### src/rtl/alu_pkg.sv
// Shared ALU package: datapath constants, status-flag struct and flag helper.
// Used by the subtract pipeline and reused by the add side of the ALU.
package alu_pkg;

    localparam int WIDTH_C = 8;
    localparam int SLICE_C = 4;

    // Status flags produced alongside an arithmetic result.
    typedef struct packed {
        logic zero;
        logic neg;
        logic ovf;
    } sub_flags_t;

    // Flags of a subtraction result. Signed overflow only happens when the
    // operand signs differ and the result sign moves away from the minuend's.
    function automatic sub_flags_t calc_sub_flags(
        input logic [WIDTH_C-1:0] diff,
        input logic               a_msb,
        input logic               b_msb
    );
        sub_flags_t flags;
        flags.zero = (diff == {WIDTH_C{1'b0}});
        flags.neg  = diff[WIDTH_C-1];
        flags.ovf  = (a_msb != b_msb) && (diff[WIDTH_C-1] != a_msb);
        return flags;
    endfunction

endpackage

### src/rtl/four_bit_subtractor.sv
// Combinational nibble subtractor: diff = a - b - bin (mod 16), bout = borrow.
// Ports:
//   a_i, b_i   4-bit operands
//   bin_i      borrow-in
//   diff_o     4-bit difference
//   bout_o     borrow-out (1 iff a < b + bin)
module four_bit_subtractor
    import alu_pkg::*;
(
    input  logic [SLICE_C-1:0] a_i,
    input  logic [SLICE_C-1:0] b_i,
    input  logic               bin_i,
    output logic [SLICE_C-1:0] diff_o,
    output logic               bout_o
);

    // One extra bit catches the borrow: a negative result wraps and sets the MSB.
    logic [SLICE_C:0] full_s;

    // Nibble subtract with borrow.
    always_comb begin
        full_s = {1'b0, a_i} - {1'b0, b_i} - {{SLICE_C{1'b0}}, bin_i};
        diff_o = full_s[SLICE_C-1:0];
        bout_o = full_s[SLICE_C];
    end

endmodule

### src/rtl/eight_bit_subtractor_pipe.sv
// Two-stage pipelined 8-bit subtractor: Diff = A - B - Bin with borrow-out and
// Zero/Neg/Ovf flags, valid/ready handshake on input and output.
// Ports:
//   clk, rst_n            clock (rising edge), async active-low reset
//   in_valid / in_ready   input handshake; A, B, Bin operand beat
//   out_valid / out_ready output handshake; Diff, Bout, Zero, Neg, Ovf result
// Stage 1 holds the low-nibble difference plus the raw high nibbles; stage 2
// holds the complete result. Each stage has one valid bit.
module eight_bit_subtractor_pipe
    import alu_pkg::*;
#(
    parameter int WIDTH = WIDTH_C,
    parameter int SLICE = SLICE_C
) (
    input  logic             clk,
    input  logic             rst_n,
    input  logic             in_valid,
    output logic             in_ready,
    input  logic [WIDTH-1:0] A,
    input  logic [WIDTH-1:0] B,
    input  logic             Bin,
    output logic             out_valid,
    input  logic             out_ready,
    output logic [WIDTH-1:0] Diff,
    output logic             Bout,
    output logic             Zero,
    output logic             Neg,
    output logic             Ovf
);

    if (WIDTH != 8 || SLICE != 4) begin : g_param_check
        $error("eight_bit_subtractor_pipe supports only WIDTH=8, SLICE=4");
    end

    // Stage 1 registers
    logic               s1_valid_q, s1_valid_d;
    logic [SLICE_C-1:0] s1_dlo_q,   s1_dlo_d;
    logic               s1_bmid_q,  s1_bmid_d;
    logic [SLICE_C-1:0] s1_ahi_q,   s1_ahi_d;
    logic [SLICE_C-1:0] s1_bhi_q,   s1_bhi_d;

    // Stage 2 registers
    logic               s2_valid_q, s2_valid_d;
    logic [WIDTH_C-1:0] s2_diff_q,  s2_diff_d;
    logic               s2_bout_q,  s2_bout_d;
    sub_flags_t         s2_flags_q, s2_flags_d;

    // Slice results and handshake terms
    logic [SLICE_C-1:0] lo_diff_s;
    logic               lo_bout_s;
    logic [SLICE_C-1:0] hi_diff_s;
    logic               hi_bout_s;
    logic               in_accept_s;
    logic               s2_load_s;

    four_bit_subtractor u_lo_slice (
        .a_i    (A[SLICE_C-1:0]),
        .b_i    (B[SLICE_C-1:0]),
        .bin_i  (Bin),
        .diff_o (lo_diff_s),
        .bout_o (lo_bout_s)
    );

    four_bit_subtractor u_hi_slice (
        .a_i    (s1_ahi_q),
        .b_i    (s1_bhi_q),
        .bin_i  (s1_bmid_q),
        .diff_o (hi_diff_s),
        .bout_o (hi_bout_s)
    );

    // Handshake: s2 refills when it is empty or draining; s1 accepts when it
    // is empty or moving into s2 this cycle. No in_valid -> out_valid path.
    always_comb begin
        s2_load_s   = s1_valid_q && (!s2_valid_q || out_ready);
        in_ready    = !s1_valid_q || s2_load_s;
        in_accept_s = in_valid && in_ready;
    end

    // Next-state for both stages; data registers change only on their load.
    always_comb begin
        s1_valid_d = s1_valid_q;
        s1_dlo_d   = s1_dlo_q;
        s1_bmid_d  = s1_bmid_q;
        s1_ahi_d   = s1_ahi_q;
        s1_bhi_d   = s1_bhi_q;
        s2_valid_d = s2_valid_q;
        s2_diff_d  = s2_diff_q;
        s2_bout_d  = s2_bout_q;
        s2_flags_d = s2_flags_q;

        if (in_accept_s) begin
            s1_valid_d = 1'b1;
            s1_dlo_d   = lo_diff_s;
            s1_bmid_d  = lo_bout_s;
            s1_ahi_d   = A[WIDTH_C-1:SLICE_C];
            s1_bhi_d   = B[WIDTH_C-1:SLICE_C];
        end else if (s2_load_s) begin
            s1_valid_d = 1'b0;
        end else begin
            s1_valid_d = s1_valid_q;
        end

        if (s2_load_s) begin
            s2_valid_d = 1'b1;
            s2_diff_d  = {hi_diff_s, s1_dlo_q};
            s2_bout_d  = hi_bout_s;
            s2_flags_d = calc_sub_flags({hi_diff_s, s1_dlo_q},
                                        s1_ahi_q[SLICE_C-1], s1_bhi_q[SLICE_C-1]);
        end else if (out_ready) begin
            s2_valid_d = 1'b0;
        end else begin
            s2_valid_d = s2_valid_q;
        end
    end

    // Pipeline state registers; reset flushes every beat in flight.
    always_ff @(posedge clk or negedge rst_n) begin
        if (!rst_n) begin
            s1_valid_q <= 1'b0;
            s1_dlo_q   <= {SLICE_C{1'b0}};
            s1_bmid_q  <= 1'b0;
            s1_ahi_q   <= {SLICE_C{1'b0}};
            s1_bhi_q   <= {SLICE_C{1'b0}};
            s2_valid_q <= 1'b0;
            s2_diff_q  <= {WIDTH_C{1'b0}};
            s2_bout_q  <= 1'b0;
            s2_flags_q <= '{zero: 1'b0, neg: 1'b0, ovf: 1'b0};
        end else begin
            s1_valid_q <= s1_valid_d;
            s1_dlo_q   <= s1_dlo_d;
            s1_bmid_q  <= s1_bmid_d;
            s1_ahi_q   <= s1_ahi_d;
            s1_bhi_q   <= s1_bhi_d;
            s2_valid_q <= s2_valid_d;
            s2_diff_q  <= s2_diff_d;
            s2_bout_q  <= s2_bout_d;
            s2_flags_q <= s2_flags_d;
        end
    end

    // Result outputs come straight from the stage-2 registers.
    always_comb begin
        out_valid = s2_valid_q;
        Diff      = s2_diff_q;
        Bout      = s2_bout_q;
        Zero      = s2_flags_q.zero;
        Neg       = s2_flags_q.neg;
        Ovf       = s2_flags_q.ovf;
    end

endmodule

### config.mk
export PLATFORM = sky130hd
export DESIGN_NAME = eight_bit_subtractor_pipe
export DESIGN_NICKNAME = d
export VERILOG_FILES = /design/src/rtl/alu_pkg.sv /design/src/rtl/four_bit_subtractor.sv /design/src/rtl/eight_bit_subtractor_pipe.sv
export SDC_FILE = /design/constraint.sdc
export NUM_CORES = 1
export LEC_CHECK = 0
export CAP_MARGIN = 20
export CORE_MARGIN = 2
export CORE_UTILIZATION = 34
export CTS_CLUSTER_SIZE = 20
export DETAILED_ROUTE_END_ITERATION = 6
export PLACE_DENSITY = 0.58
export SYNTH_ARGS = -nofsm -noshare
export SYNTH_HDL_FRONTEND = slang
export SYNTH_HIERARCHICAL = 1
export SYNTH_SLANG_ARGS = --single-unit
### constraint.sdc
create_clock -name clk -period 2.7 [get_ports clk]
set_input_delay 0.405 -clock clk [delete_from_list [all_inputs] [get_ports clk]]
set_output_delay 0.405 -clock clk [all_outputs]
set_load 0.01 [all_outputs]
==> metrics.csv <==
stage,metric,value,unit
run_status,status,completed,
synth,register bit count reported by yosys,26,
critical_path,crit end category,flip-flop,
pwr,worst vdd ir,0.249,mV
pwr,Power Dens Cells,784,mW/mm^2
final_layout,Final nets,187,
pwr,Pint,1090,uW
global_routing,total congestion overflow,0,
final_layout,FILL cells,393,
drt,vias,945,
pwr,clock network power share,20.7,%
drt,1st-pass router iterations,2,
synth,top-count cell post-synth,dfrtp_1,
synth,synthesized instance count,113,
pwr,Comb pwr share,41.0,%
die,Die ar.,0.00499,mm^2
die,core footprint,0.00432,mm^2
critical_path,CP Max Fanout,4,
clock_tree,CTS tree,built,
synth,synthesized area per cell,13.4,um^2
drt,Iter 0 DRT Violations,69,
critical_path,CP max-delay cell,fa_1,
clock_tree,clk buf depth,2,
clock_tree,hold_buf cts,0,
synth,Post-synth ARST share,100,%
synth,number of flops mapped to enable cells by yosys,0,
timing,max-slew violation count,0,
clock_tree,Root Buffer,clkbuf_8,
clock_tree,clock tree sinks,26,
clock_tree,CTS H-Tree Depth,1,
critical_path,"Buf+Inv Stages, Crit Path",1,
synth,Commonest cells post-synth,"dfrtp_1, inv_1, mux2_2",
clock_tree,post-CTS sizing,0,
timing,clock skew,0.00225,ns
synth,area share of the largest cell type after synthesis,43.1,%
die,Die Span Y,70.6,um
synth,synth warn,6,
synth,largest cells by area after synthesis,"dfrtp_1, ha_1, mux2_4",
synth,post-synthesis sequential area ratio,43.1,%
placement,I/O Buffers,34,
synth,Yosys cell types,22,
die,die width,70.6,um
critical_path,critical path's top delay family,adder cells,
placement,DP Cell Count,197,
final_layout,"non-filler cells, final",201,
global_routing,gr usage total,11.6,%
global_routing,vias in the first global route,1038,
clock_tree,"Clk pin slew, worst setup/hold paths",0.09,ns
timing,Max Clk Rate,0.420,GHz
critical_path,most used cell along the critical path,o21ai_0,
global_routing,initial antenna violation count,0,
synth,Synthesized Nets,150,
die,FP Rows,24,
pwr,sequential share of power,38.2,%
placement,dpl hpwl,2060,um
final_layout,ANT cells,0,
critical_path,CP Cell Sequence,fa_1 -> inv_1 -> ha_1 -> o21ai_0 -> nand3b_1 -> xor2_1 -> nand2b_1 -> o21ai_0 -> mux2_2,
clock_tree,# Post-CTS Setup Buffers,0,
drt,Post-Route WL,2610,um
drt,DRC violation count after routing,0,
final_layout,share of layout cells above drive strength 1,23.5,%
die,# IOs,35,
pwr,switching power,447,uW
drt,antenna-violating nets left,0,
critical_path,Worst Path Required,2.86,ns
critical_path,critical path data arrival time,2.54,ns
global_routing,largest net degree at the start of global routing,27,
clock_tree,total CTS buffers,3,
pwr,leakage power,0.000914,uW
critical_path,max incr delay on CP,0.56,ns
critical_path,type of origin of the critical path,flip-flop,
pwr,switching power share of the total,29.2,%
final_layout,utilization after layout,45.2,%
drt,WL per Instance,13.0,um
die,effective utilization at floorplan,34.9,%
global_routing,first-pass GRT wire length,4660,um
drt,Via density,4.70,
timing,crit share post-route,88.1,%
timing,Final Setup Violations,0,
clock_tree,Worst-Skew Late Latency,0.27,ns
timing,unrepaired setup endpoints after global routing,no,
run,maximum capacitance violations,0,
timing,Worst-Margin Slew,0.334,ns
min_path,Hold Path Class,in -> async,
synth,Post-Syn Area,0.00151,mm^2
synth,main flop type after synthesis,dfrtp_1,
timing,Final Critical Period,2.38,ns
final_layout,Layout area overhead,29.5,%
synth,Synth area leader,dfrtp_1,
timing,Relative slew margins,77.6,%
timing,Final Hold Viols,0,
critical_path,Setup CP Type,reg -> reg,
timing,Fin Setup TNS,0,ns
placement,RD Place Congestion,0.713,
-- metal layers --
layer	wire, um	vias up	global-route usage (%)
li1	-	447	-
met1	1120	468	13.3
met2	1330	25	21.9
met3	123	5	1.99
met4	36	0	3.77
met5	0	-	0
-- path summary, 6_finish.rpt --
check | start | end | slack [ns] | cells past startpoint
max in group asynchronous | rst_n | s1_dlo_q[2]$_DFFE_PN0P_ | 1.95 | 2
hold / removal | rst_n | out_valid$_DFFE_PN0P_ | 0.50 | 2
hold reg to reg | Zero$_DFFE_PN0P_ | Zero$_DFFE_PN0P_ | 0.50 | 1
min in group clk | Zero$_DFFE_PN0P_ | Zero$_DFFE_PN0P_ | 0.50 | 1
setup reg to reg | s1_ahi_q[0]$_DFFE_PN0P_ | Ovf$_DFFE_PN0P_ | 0.32 | 9
setup / recovery | s1_ahi_q[0]$_DFFE_PN0P_ | Ovf$_DFFE_PN0P_ | 0.32 | 9
-- power by group through the flow --
stage	combinational, uW	sequential [uW]	clock, uW
after floorplan	354	610	0
after global placement	619	589	0
after detailed placement	635	597	0
after CTS	642	589	329
after global routing	695	601	345
final	629	586	318
-- through the flow --
step                hold WS, ns  cell area, um^2  total power (uW)  setup slack (ns)
floorplan                 0.109             1510               963             0.572
finish                    0.502             1950              1530             0.320
global placement          0.492             1880              1210             0.189
detailed placement        0.485             1880              1230             0.143
CTS                       0.507             1950              1560             0.302
global route              0.527             1950              1640             0.120
-- registers in the layout (all words and copies together) (netlist names), 4 cells and up --
signal / flops
Diff: 8
s1_ahi_q: 4
s1_bhi_q: 4
s1_dlo_q: 4
-- final cells by class --
| type | count | area, um^2 | share of cell area, % |
|---|---|---|---|
| timing repair buffer | 35 | 348 | 17.8 |
| sequential | 26 | 651 | 33.3 |
| clock buffer | 3 | 41.3 | 2.11 |
| clock inverter | 1 | 30.0 | 1.54 |
| multi-input combinational | 68 | 759 | 38.9 |
| inverter | 16 | 60.1 | 3.07 |
| tap | 52 | 65.1 | 3.33 |
-- cells in the final DEF, fill, tap and decap left out, drive strengths merged, types with 4 or more instances in the layout --
cell           synthesis  routed
inv                   16      16
fa                     4       4
dfrtp                 26      26
clkdlybuf4s50          0      34
mux2                  23      23
ha                    12      12
xor2                   8       8
nand3b                 4       4
nand2b                 5       5
-- cell families after synthesis --
kind of cell    count (synthesis)  synth area share (%)
simple gates                   15                  7.96
xor+xnor                        8                  4.64
buf+inv                        19                  6.55
compound gates                  6                  2.82
fa+ha+maj                      16                  15.3
mux                            23                  19.7
flops                          26                  43.1
Note: power is estimated with default switching activity, not from simulation.
